--- config.mk ---
export PLATFORM = sky130hd
export DESIGN_NAME = seq_event_monitor
export DESIGN_NICKNAME = d
export VERILOG_FILES = /design/src/rtl/seq_event_monitor.sv
export SDC_FILE = /design/constraint.sdc
export NUM_CORES = 1
export LEC_CHECK = 0
export CAP_MARGIN = 20
export CORE_MARGIN = 2
export CORE_UTILIZATION = 38
export CTS_CLUSTER_DIAMETER = 60
export DETAILED_ROUTE_END_ITERATION = 6
export PLACE_DENSITY = 0.72
export SYNTH_ARGS = -nofsm -noshare
export SYNTH_HDL_FRONTEND = slang
export SYNTH_SLANG_ARGS = --single-unit
--- constraint.sdc ---
create_clock -name clk -period 5 [get_ports clk]
set_clock_uncertainty 0.15 [all_clocks]
set_input_delay 1.5 -clock clk [delete_from_list [all_inputs] [get_ports clk]]
set_output_delay 1.5 -clock clk [all_outputs]
set_load 0.02 [all_outputs]
--- src/rtl/seq_event_monitor.sv ---
// seq_event_monitor: counts rising edges of an upstream detector match, with a sticky threshold alarm.
// Gap measurement between events is built only when SEQ_EVENT_MONITOR_GAP_EN is defined.
module seq_event_monitor (
  input  logic       clk,
  input  logic       rst,
  input  logic       det,
  input  logic       clr,
  input  logic [7:0] thresh,
  output logic [7:0] count,
  output logic       evt,      // "event" is a reserved word, so the pulse port is named evt
  output logic       alarm,
  output logic [7:0] last_gap
);

  logic       det_q,   det_d;
  logic [7:0] count_q, count_d;
  logic       evt_q,   evt_d;
  logic       alarm_q, alarm_d;
  logic       rise;

  assign rise = det & ~det_q;

  always_comb begin
    det_d   = det;
    count_d = count_q;
    evt_d   = 1'b0;
    alarm_d = alarm_q;
    if (clr) begin
      count_d = 8'd0;
      alarm_d = 1'b0;
    end else begin
      if (rise) begin
        evt_d = 1'b1;
        if (count_q != 8'hFF) count_d = count_q + 8'd1;
      end
      // alarm tracks the updated count, so a lowered thresh can set it without an event
      if ((thresh != 8'd0) && (count_d >= thresh)) alarm_d = 1'b1;
    end
  end

  always_ff @(posedge clk) begin
    if (rst) begin
      det_q   <= 1'b0;
      count_q <= 8'd0;
      evt_q   <= 1'b0;
      alarm_q <= 1'b0;
    end else begin
      det_q   <= det_d;
      count_q <= count_d;
      evt_q   <= evt_d;
      alarm_q <= alarm_d;
    end
  end

  assign count = count_q;
  assign evt   = evt_q;
  assign alarm = alarm_q;

`ifdef SEQ_EVENT_MONITOR_GAP_EN
  logic [7:0] gap_q,      gap_d;
  logic [7:0] last_gap_q, last_gap_d;

  always_comb begin
    gap_d      = gap_q;
    last_gap_d = last_gap_q;
    if (clr) begin
      gap_d      = 8'd0;
      last_gap_d = 8'd0;
    end else if (rise) begin
      last_gap_d = gap_q;
      gap_d      = 8'd1;
    end else if (gap_q != 8'hFF) begin
      gap_d = gap_q + 8'd1;
    end
  end

  always_ff @(posedge clk) begin
    if (rst) begin
      gap_q      <= 8'd0;
      last_gap_q <= 8'd0;
    end else begin
      gap_q      <= gap_d;
      last_gap_q <= last_gap_d;
    end
  end

  assign last_gap = last_gap_q;
`else
  assign last_gap = 8'd0;
`endif

endmodule

==> metrics <==
setup_tns=0 ns; cts hold-fix bufs=0; max cap viols=0; initial antenna violation count=0; CTS tree=built; die height=50.3 µm; Residual DRC=0; Tcrit/Tclk final=75.3%; r2r setup slk=2.30 ns; Routed Antenna Nets=0; Overflow after GRT=0; Post-CTS Setup Inserts=0; Worst setup SP type=primary input; largest net degree at the start of global routing=8; Power Density=176 mW/mm²; Core Area=0.00198 mm²; combinational power share=17.5%; Sequential Power Share=48.8%; reg2reg end=alarm; Diodes inserted=0; first-pass GRT wire length=2830 µm; cells after synthesis=88; Yosys reg bits=11; Max IR drop VDD=0.131 mV; crit path kind=in -> reg; Placement Rows=16; post-route cell area=0.00105 mm²; GP Congestion=0.881; Crit. Startpoint=det; Vias=671; Initial DRC Count=11; starting density of the core=41.0%; Placement Setup Slack=0.983 ns; Synth Area in Compound Gates=9.69%; endpoints failing setup=0; vias in the first global route=652; Final Routed Wirelength=1640 µm; Main synth FF type=dfxtp_1; RSZ-0062 raised after global routing=false; clock power share=33.7%; final worst path period need=3.76 ns; Reg clk slew, reported paths=0.07 ns; Num CTS Buffers=3; crit path to=alarm; share of post-route cells with drive strength above 1=13.5%; mux cell area share after synthesis=6.92%; switching part of the total power=26.7%; hpwl dp=1320 µm; Buffers on Ports=21; Leakage=0.000450 µW; via/cell ratio=4.86; main combinational cell family by area after synthesis=simple AND/OR/NAND/NOR gates; final hold vios=0; Async S/R FF share, synth=0%; worst-path maximum fanout=4; reg2reg start=count[0]; # nets final=133; Root Buffer=clkbuf_4; simple-gate area share of the yosys netlist=25.7%; P_sw=48.9 µW; WP data arrival=3.75 ns; Syn Area/Cell=9.24 µm²; Critical Path RT=4.99 ns; Die ar.=0.00253 mm²; Synth Area in Adders=13.8%; xor and xnor area share after synthesis=4.31%; crit path capture type=register; CTS sink count=11; Syn-to-layout area delta=28.6%; DR WL/cell=11.9 µm; Area after DPL=0.00102 mm²; Final Max Tran Viols=0; Ports=30; Post-CTS Resized=0; sequential-to-total area share from yosys stat=27.1%; maximum clock rate=266 MHz; Mapped Area=813 µm²; worst r2r path cells=8; yosys warns=0; Distinct cells, synth=37; Pre-Repair DR Iteration Count=4; final hold slack=0.466 ns; worst skew pair latency=0.27 ns; total number of H-tree levels=1; global-route usage over all layers=14.9%; Post-synth EDFFs=0; status=completed; P_int=135 µW; DIE WIDTH=50.3 µm; setup slack after layout=1.24 ns; CTS max path bufs=2; Hold WC Path Type=reg -> reg
## cell type report
type                       count  area [µm²]
fill                         190         936
multi-input combinational     66         522
sequential                    11         220
timing repair buffer          21         210
inverter                       9        33.8
tap                           27        33.8
clock buffer                   4        26.3
## logic make-up (layout without fill, tap and decap cells)
kind of cell | count (synthesis) | after routing
AOI/OAI and AO/OA | 10 | 10
xor gates and xnor gates | 4 | 4
adders and majority gates | 9 | 9
buffers and inverters | 18 | 34
DFF | 11 | 11
muxes | 4 | 4
other | 1 | 8
and+or+nand+nor | 31 | 31
## stage by stage
stage / instances / power [µW] / util (%)
floorplan: 95 / 114 / -
global placement: 134 / 123 / 51.5
detailed placement: 134 / 124 / 51.5
CTS: 138 / 186 / 52.8
global route: 138 / 195 / 52.8
finish: 138 / 184 / 52.8
## how the worst min path moves through the flow
stage | from | endpoint | slack [ns] | cells past startpoint
after floorplan | det_q | evt | 0.42 | 2
after global placement | count[0] | count[0] | 0.46 | 2
after detailed placement | count[0] | count[0] | 0.46 | 2
after CTS | det_q | evt | 0.48 | 2
after global routing | det_q | evt | 0.55 | 2
final | count[0] | count[0] | 0.47 | 2
## placed cells by master, fill, tap and decap left out, types with 4 or more instances in the layout
cell,Yosys,routed
dfxtp_1,11,11
clkdlybuf4s50_1,0,21
nor2b_1,4,4
ha_1,9,9
inv_1,5,5
conb_1,1,8
inv_2,4,4
## synth_stat cells, types with 2 or more instances
master	instances	area share [%]
inv_2	4	1.8
xor2_1	2	2.2
a2111oi_0	2	2.2
inv_1	5	2.3
mux2_4	3	5.5
ha_1	9	14
dfxtp_1	11	27
nor2b_1	4	3.1
o211ai_1	2	1.8
xnor2_1	2	2.2
nor3_1	2	1.2
buf_4	8	7.4
nand2b_1	2	1.5
nor2_1	3	1.4
nand4_1	3	2.3
nand3_1	3	1.8
nor3b_2	2	3.1
nand2_1	2	0.92
## routing by layer
layer	part of all wire, %	vias up	global-route usage, %
met5	0	-	0
met4	0.67	0	5.09
met3	7.7	2	5.65
met2	47	32	23.7
met1	44	298	18.4
li1	-	339	-
## power groups by stage
stage	combinational, µW	sequential, µW	clock (µW)
finish	32.1	89.6	61.9
CTS	32.2	89.6	64.0
global placement	31.3	91.7	0
floorplan	21.0	92.6	0
detailed placement	31.9	91.7	0
global route	35.4	89.9	69.8
## state kept, by name (all words and copies together) (netlist names)
signal and count:
det_q 1, evt 1, alarm 1, count 8
## worst max-delay path, cell delays in order
cell,delay [ns]
clkdlybuf4s50_1,0.51
and4b_1,0.25
nand4_1,0.12
mux2_4,0.32
ha_1,0.30
and4_1,0.18
a2111oi_0,0.43
a221oi_1,0.14
Power figures use the tool's default switching activity.
